### src/rtl/apb_regbank_slave.sv
// apb_regbank_slave: APB slave with an integrated register bank, wait states and error responses.
// Optional feature: define APB_STRB_EN to add the PSTRB port and per-byte-lane write masking.
// Ports:
//   PCLK, PRESET             clock (rising edge), asynchronous active-high reset
//   PSEL, PENABLE, PWRITE    APB control from the interconnect
//   PADDR, PWDATA, PSTRB     byte address, write data, byte strobes (PSTRB only with APB_STRB_EN)
//   PREADY, PRDATA, PSLVERR  APB response, all registered
//   hw_status                packed contents of read-only registers RO_BASE..NUM_REGS-1 (slice k = RO_BASE+k)
//   reg_q                    packed contents of read/write registers 0..RO_BASE-1 (slice k = register k)
//   wr_pulse                 one-cycle pulse per register after a committed write
// When RO_BASE is 0 or equal to NUM_REGS, the corresponding packed port keeps one unused word
// so that no zero-width port is ever declared.
module apb_regbank_slave #(
    parameter int DATA_WIDTH  = 32,
    parameter int ADDR_WIDTH  = 32,
    parameter int NUM_REGS    = 16,
    parameter int RO_BASE     = 12,
    parameter int WAIT_STATES = 0
) (
    input  logic                  PCLK,
    input  logic                  PRESET,
    input  logic                  PSEL,
    input  logic                  PENABLE,
    input  logic                  PWRITE,
    input  logic [ADDR_WIDTH-1:0] PADDR,
    input  logic [DATA_WIDTH-1:0] PWDATA,
`ifdef APB_STRB_EN
    input  logic [DATA_WIDTH/8-1:0] PSTRB,
`endif
    output logic                  PREADY,
    output logic [DATA_WIDTH-1:0] PRDATA,
    output logic                  PSLVERR,
    input  logic [((NUM_REGS > RO_BASE) ? (NUM_REGS - RO_BASE) : 1)*DATA_WIDTH-1:0] hw_status,
    output logic [((RO_BASE > 0) ? RO_BASE : 1)*DATA_WIDTH-1:0]                     reg_q,
    output logic [NUM_REGS-1:0]   wr_pulse
);
    localparam int NB   = DATA_WIDTH / 8;
    localparam int AB   = $clog2(NB);
    localparam int RW_N = (RO_BASE > 0) ? RO_BASE : 1;
    localparam int IW   = (NUM_REGS > 1) ? $clog2(NUM_REGS) : 1;

    typedef enum logic [1:0] {IDLE, WAIT, ACCESS} state_t;

    state_t                state;
    logic [DATA_WIDTH-1:0] regs [RW_N];
    logic [2:0]            cnt;
    logic [IW-1:0]         idx_q;
    logic                  write_q;
    logic                  err_q;
    logic [DATA_WIDTH-1:0] wdata_q;
    logic [DATA_WIDTH-1:0] rd_q;
    logic [DATA_WIDTH-1:0] rd_c;
    logic [NB-1:0]         strb_in;
    logic [NB-1:0]         strb_q;
    logic [ADDR_WIDTH-1:0] idx_c;
    logic                  err_c;
    logic                  strb_err;

`ifdef APB_STRB_EN
    assign strb_in  = PSTRB;
    // A read carries no data, so any asserted strobe marks a malformed access
    assign strb_err = !PWRITE && (PSTRB != '0);
`else
    assign strb_in  = '1;
    assign strb_err = 1'b0;
`endif

    assign idx_c = PADDR >> AB;
    assign err_c = (idx_c >= ADDR_WIDTH'(NUM_REGS))
                || ((PADDR & ADDR_WIDTH'(NB - 1)) != '0)
                || (PWRITE && (idx_c >= ADDR_WIDTH'(RO_BASE)))
                || strb_err;

    // Read value for the setup-phase address; hw_status is sampled here, never stored elsewhere
    always_comb begin
        rd_c = '0;
        for (int k = 0; k < RO_BASE; k++)
            if (idx_c == ADDR_WIDTH'(k)) rd_c = regs[k];
        for (int k = RO_BASE; k < NUM_REGS; k++)
            if (idx_c == ADDR_WIDTH'(k)) rd_c = hw_status[(k - RO_BASE)*DATA_WIDTH +: DATA_WIDTH];
    end

    function automatic logic [DATA_WIDTH-1:0] merge(
        input logic [DATA_WIDTH-1:0] old_v,
        input logic [DATA_WIDTH-1:0] new_v,
        input logic [NB-1:0]         strb
    );
        merge = old_v;
        for (int b = 0; b < NB; b++)
            if (strb[b]) merge[8*b +: 8] = new_v[8*b +: 8];
    endfunction

    generate
        if (RO_BASE > 0) begin : g_rq
            for (genvar i = 0; i < RO_BASE; i++) begin : g_w
                assign reg_q[i*DATA_WIDTH +: DATA_WIDTH] = regs[i];
            end
        end else begin : g_rq0
            assign reg_q = '0;
        end
    endgenerate

    always_ff @(posedge PCLK or posedge PRESET) begin
        if (PRESET) begin
            state    <= IDLE;
            cnt      <= '0;
            idx_q    <= '0;
            write_q  <= 1'b0;
            err_q    <= 1'b0;
            wdata_q  <= '0;
            strb_q   <= '0;
            rd_q     <= '0;
            PREADY   <= 1'b0;
            PSLVERR  <= 1'b0;
            PRDATA   <= '0;
            wr_pulse <= '0;
            for (int k = 0; k < RW_N; k++) regs[k] <= '0;
        end else begin
            wr_pulse <= '0;
            case (state)
                IDLE: begin
                    if (PSEL && !PENABLE) begin
                        idx_q   <= IW'(idx_c);
                        write_q <= PWRITE;
                        err_q   <= err_c;
                        wdata_q <= PWDATA;
                        strb_q  <= strb_in;
                        rd_q    <= rd_c;
                        cnt     <= 3'(WAIT_STATES);
                        if (WAIT_STATES == 0) begin
                            state   <= ACCESS;
                            PREADY  <= 1'b1;
                            PSLVERR <= err_c;
                            PRDATA  <= (err_c || PWRITE) ? '0 : rd_c;
                        end else begin
                            state <= WAIT;
                        end
                    end
                end
                WAIT: begin
                    if (!PSEL) begin
                        state <= IDLE;
                    end else if (cnt == 3'd1) begin
                        state   <= ACCESS;
                        PREADY  <= 1'b1;
                        PSLVERR <= err_q;
                        PRDATA  <= (err_q || write_q) ? '0 : rd_q;
                    end else begin
                        cnt <= cnt - 3'd1;
                    end
                end
                ACCESS: begin
                    if (!PSEL || PENABLE) begin
                        state   <= IDLE;
                        PREADY  <= 1'b0;
                        PSLVERR <= 1'b0;
                        PRDATA  <= '0;
                        // Only a real closing edge commits; a dropped PSEL discards the write
                        if (PSEL)
                            for (int k = 0; k < RO_BASE; k++)
                                if (write_q && !err_q && idx_q == IW'(k)) begin
                                    regs[k]     <= merge(regs[k], wdata_q, strb_q);
                                    wr_pulse[k] <= 1'b1;
                                end
                    end
                end
                default: state <= IDLE;
            endcase
        end
    end
endmodule
### config.mk
export PLATFORM = sky130hd
export DESIGN_NAME = apb_regbank_slave
export DESIGN_NICKNAME = d
export VERILOG_FILES = /design/src/rtl/apb_regbank_slave.sv
export SDC_FILE = /design/constraint.sdc
export NUM_CORES = 1
export LEC_CHECK = 0
export CAP_MARGIN = 20
export CORE_MARGIN = 10
export CORE_UTILIZATION = 30
export CTS_CLUSTER_SIZE = 30
export DETAILED_ROUTE_END_ITERATION = 10
export PLACE_DENSITY_LB_ADDON = 0.1
export RECOVER_POWER = 50
export REMOVE_ABC_BUFFERS = 1
export SLEW_MARGIN = 20
export SYNTH_ARGS = -nofsm -noshare
export SYNTH_HDL_FRONTEND = slang
export SYNTH_SLANG_ARGS = --single-unit
export TNS_END_PERCENT = 5
### constraint.sdc
create_clock -name PCLK -period 17.6 [get_ports PCLK]
set_clock_uncertainty 0.1 [all_clocks]
set_input_delay 1.76 -clock PCLK [delete_from_list [all_inputs] [get_ports PCLK]]
set_output_delay 1.76 -clock PCLK [all_outputs]
set_load 0.05 [all_outputs]
==> reports/results.ini <==
[sta]
slew_violations=563
timing.final.crit_period_ns=8.75
hold_ws_ns=0.366
setup-violations-final=0
totalNegativeSetupSlack_ns=0
timing.max_slew.rel_slack_pct=-253
setup_repair_after_global_routing_missed_its_margin=false
fmaxAchievable_mhz=114
timing.final.crit_share_pct=49.7
hold_viol_final=0
worst_pin_slew_ns=5.26

[run]
cap_violations=11

[detailed_routing]
drc_errors=0
detailedRoute.firstIterationViolations=1233
drt-pass1-iter-count=5
vias=18300
routed_wirelength_normalized_by_instance_count_um=33.5
via_per_inst=5.49
postRouteAntennaNets=0
postRouteWirelength_mm=112

[global_route]
grt_remaining_overflow=0
wire_length_of_the_first_global_routing_pass_mm=156
grt_start_max_net_pins=113
via_count_of_the_first_global_routing_pass=19200
grt_usage_pct=25.3
initial_antenna_violation_count=22

[yosys]
synthArstFlopShare_pct=100
synthFlopType=sky130_fd_sc_hd__dfrtp_1
yosys_warnings=0
synth_compound_area_share_pct=10.9
synth_adder_area_share_pct=0.0563
synth.area.mux_share_pct=25.9
post_synth_instance_area_mm2=0.0222
synth_simple_gate_area_share_pct=7.01
synth_enable_flop_cells=0
synthCells=1751
syn-mean-instance-area_um2=12.7
synth_xor_area_share_pct=0.0789
largest_family_of_logic_cells_by_synthesized_area=multiplexers
yosysUniqueCellTypes=70
synth_seq_cells=469
synth_seq_area_share_pct=52.8

[pwr]
vdd.ir_drop.worst_mv=0.0788
p_per_area_mw_per_mm2=94.2
static-leakage-power_uw=0.0144

[placed_design]
placement.cell_area_mm2=0.0296
placed_cells=3234
estimated_wirelength_of_the_detail_placed_design_mm=78.6
place.gp.congestion=0.847
port-buffer-count=626

[clock_network]
postCtsResizedCells=0
clk_pin_slew_worst_paths_ns=0.06
cts.sinks=469
cts_made_buffers=55
tritoncts_clock_tree=yes
cts_root_buffer=sky130_fd_sc_hd__clkbuf_16
ctsLongestPathBuffers=3
post_cts_buffers=0
cts_max_level=2
ctsHoldBuffers=0
clk-insertion-delay-late_ns=0.61

[setup_path]
cpLargestDelayFamily=buffers and inverters
critical_path.n_buffers_inverters=4
timing.critical_path.to_type=asynchronous set/reset pin
kind_of_start_point_of_the_critical_path=input pin
timing.setup.critical_path_class=in2async
data_required_time_at_the_worst_endpoint_ns=18.11
crit_path_cell_trace=dlygate4sd3_1 > clkinvlp_2 > clkbuf_1 > buf_4
critPathSlowestCell=sky130_fd_sc_hd__clkinvlp_2
cp_slowest_stage_delay_ns=2.94
cp.arrival_ns=9.26
cp_max_fo=112

[floorplan]
floorplan.die_area_mm2=0.0853
start_util_pct=30.3
die_height_um=292
dieWidth_um=292
design.core.area_mm2=0.0732
top_level_ports=631
row_count=99

[cells_and_area]
instances_no_fill=3339
fin_nets=2531
post_route_cells_drive_above_1_share_pct=26.9
layout_overhead_on_the_synthesized_area_pct=40.9
final_area_mm2=0.0313

[min_path]
hold_path_class=reg2reg

[outcome]
status=finished, violations left
violations=max-capacitance violations, max-slew violations

## metal layers
metal  vias to the layer above  track usage (%)  share of wire, %
li1                       7731                -                 -
met5                         -                0              0.14
met2                       733             42.8                48
met3                       176             7.90               8.5
met1                      9656             30.8                40
met4                        22             6.99               2.8
## where the power goes
| part | switching, uW | leakage, uW | internal (uW) |
|---|---|---|---|
| registers | 184 | 0.00645 | 1160 |
| clock network | 472 | 0.000873 | 669 |
| logic | 283 | 0.00705 | 184 |
| total | 940 | 0.0144 | 2010 |
## through the flow
step | total power (uW) | setup WS, ns | util [%]
finish | 2950 | 8.85 | 42.8
global route | 3060 | 7.45 | 42.8
CTS | 2990 | 12.12 | 42.8
detailed placement | 1840 | 11.48 | 40.4
global placement | 1830 | 11.51 | 40.4
floorplan | 1550 | 2.66 | -
## worst reg2reg max path: stages, from the launching register on
cell and delay, ns:
sky130_fd_sc_hd__dfrtp_1 0.57, sky130_fd_sc_hd__inv_1 0.09, sky130_fd_sc_hd__ha_1 1.05, sky130_fd_sc_hd__or3_1 0.73, sky130_fd_sc_hd__nor4_4 0.32, sky130_fd_sc_hd__buf_4 0.39
sky130_fd_sc_hd__and2_1 0.82, sky130_fd_sc_hd__o21ai_0 0.20, sky130_fd_sc_hd__or3_1 0.43, sky130_fd_sc_hd__o21ai_1 0.14
## cell usage after synthesis (4+ instances only)
| master | number | area share, % |
|---|---|---|
| sky130_fd_sc_hd__o21ai_0 | 67 | 1.5 |
| sky130_fd_sc_hd__nor4_1 | 6 | 0.17 |
| sky130_fd_sc_hd__dfrtp_1 | 469 | 53 |
| sky130_fd_sc_hd__o21ai_1 | 27 | 0.61 |
| sky130_fd_sc_hd__mux2_2 | 432 | 22 |
| sky130_fd_sc_hd__a21oi_1 | 57 | 1.3 |
| sky130_fd_sc_hd__nand3_1 | 20 | 0.45 |
| sky130_fd_sc_hd__nor2b_1 | 6 | 0.17 |
| sky130_fd_sc_hd__nor3_1 | 14 | 0.32 |
| sky130_fd_sc_hd__and3_1 | 4 | 0.11 |
| sky130_fd_sc_hd__a22o_1 | 24 | 0.95 |
| sky130_fd_sc_hd__and4_1 | 4 | 0.16 |
| sky130_fd_sc_hd__o211ai_1 | 8 | 0.27 |
| sky130_fd_sc_hd__a22oi_1 | 54 | 1.8 |
| sky130_fd_sc_hd__a221oi_1 | 19 | 0.75 |
| sky130_fd_sc_hd__a2111oi_0 | 7 | 0.28 |
| sky130_fd_sc_hd__nor4_4 | 10 | 0.96 |
| sky130_fd_sc_hd__o21a_1 | 7 | 0.24 |
| sky130_fd_sc_hd__or3_1 | 7 | 0.20 |
| sky130_fd_sc_hd__inv_1 | 17 | 0.29 |
| sky130_fd_sc_hd__nand2b_1 | 8 | 0.23 |
| sky130_fd_sc_hd__nand4_1 | 9 | 0.25 |
| sky130_fd_sc_hd__a31oi_1 | 4 | 0.11 |
| sky130_fd_sc_hd__a211oi_1 | 4 | 0.14 |
| sky130_fd_sc_hd__buf_2 | 41 | 0.92 |
| sky130_fd_sc_hd__nor2_1 | 66 | 1.1 |
| sky130_fd_sc_hd__o22ai_1 | 16 | 0.45 |
| sky130_fd_sc_hd__mux2i_1 | 20 | 0.90 |
| sky130_fd_sc_hd__buf_4 | 6 | 0.20 |
| sky130_fd_sc_hd__nor3_2 | 7 | 0.32 |
| sky130_fd_sc_hd__buf_1 | 30 | 0.51 |
| sky130_fd_sc_hd__and2_1 | 5 | 0.14 |
| sky130_fd_sc_hd__clkbuf_1 | 73 | 1.2 |
| sky130_fd_sc_hd__or2_2 | 4 | 0.11 |
| sky130_fd_sc_hd__a222oi_1 | 13 | 0.59 |
| sky130_fd_sc_hd__nor4_2 | 7 | 0.39 |
| sky130_fd_sc_hd__nand2_1 | 86 | 1.5 |
| sky130_fd_sc_hd__o221ai_1 | 15 | 0.59 |
| sky130_fd_sc_hd__mux4_2 | 31 | 3.1 |
## area by class of cell
type,instances,area (um2)
sequential,469,11700
antenna,6,15.0
clock inverter,10,108
fill,6927,41900
clock buffer,88,1660
inverter,18,68.8
tap,959,1200
timing repair buffer,672,6590
multi-input combinational,1117,9930
## cell families (layout without fill, tap and decap cells)
kind of cell	count (synthesis)	in the layout
xor gates and xnor gates	2	2
adders and majority gates	1	1
buffers and inverters	168	788
other	1	10
DFF	469	469
and+or+nand+nor	273	273
AOI/OAI and AO/OA	354	354
muxes	483	483
## state kept, by name, summed over array words and instances, names as in the netlist
name      flops
wdata_q      32
idx_q         4
wr_pulse     12
PRDATA       32
reg_q       384
PSLVERR       1
write_q       1
PREADY        1
strb_q        1
err_q         1
## final timing paths
check | from | endpoint | slack [ns] | cells past startpoint
worst max-delay path | PRESET | PRDATA[29] | 8.85 | 4
worst min-delay path | strb_q[0] | strb_q[0] | 0.37 | 1
worst max register to register | PREADY | PRDATA[19] | 12.70 | 9
worst min register to register | strb_q[0] | strb_q[0] | 0.37 | 1
max in group PCLK | PENABLE | PRDATA[19] | 11.60 | 10
min in group asynchronous | PRESET | reg_q[36] | 3.15 | 2
## placed cells by master, fill, tap and decap left out, types with 6 or more instances in the layout
cell type	count
sky130_fd_sc_hd__o21a_1	7
sky130_fd_sc_hd__clkinv_2	6
sky130_fd_sc_hd__clkdlybuf4s50_1	421
sky130_fd_sc_hd__nand2_2	8
sky130_fd_sc_hd__dfrtp_1	469
sky130_fd_sc_hd__a22o_1	24
sky130_fd_sc_hd__nor2b_1	6
sky130_fd_sc_hd__o22ai_1	16
sky130_fd_sc_hd__nand4_1	9
sky130_fd_sc_hd__buf_4	37
sky130_fd_sc_hd__nor3_1	13
sky130_fd_sc_hd__nor4_4	14
sky130_fd_sc_hd__o211ai_1	8
sky130_fd_sc_hd__diode_2	6
sky130_fd_sc_hd__nand2b_1	7
sky130_fd_sc_hd__a22oi_1	54
sky130_fd_sc_hd__clkbuf_16	55
sky130_fd_sc_hd__o221ai_1	15
sky130_fd_sc_hd__a2111oi_0	6
sky130_fd_sc_hd__clkbuf_1	25
sky130_fd_sc_hd__nand3_1	19
sky130_fd_sc_hd__a21oi_1	57
sky130_fd_sc_hd__nand2_1	78
sky130_fd_sc_hd__a222oi_1	13
sky130_fd_sc_hd__o21ai_1	27
sky130_fd_sc_hd__mux2_2	432
sky130_fd_sc_hd__or3_1	7
sky130_fd_sc_hd__o21ai_0	67
sky130_fd_sc_hd__clkbuf_8	16
sky130_fd_sc_hd__a221oi_1	19
sky130_fd_sc_hd__mux4_2	31
sky130_fd_sc_hd__inv_1	16
sky130_fd_sc_hd__dlygate4sd3_1	203
sky130_fd_sc_hd__nor2_1	59
sky130_fd_sc_hd__mux2i_1	20
Power figures use the tool's default switching activity.
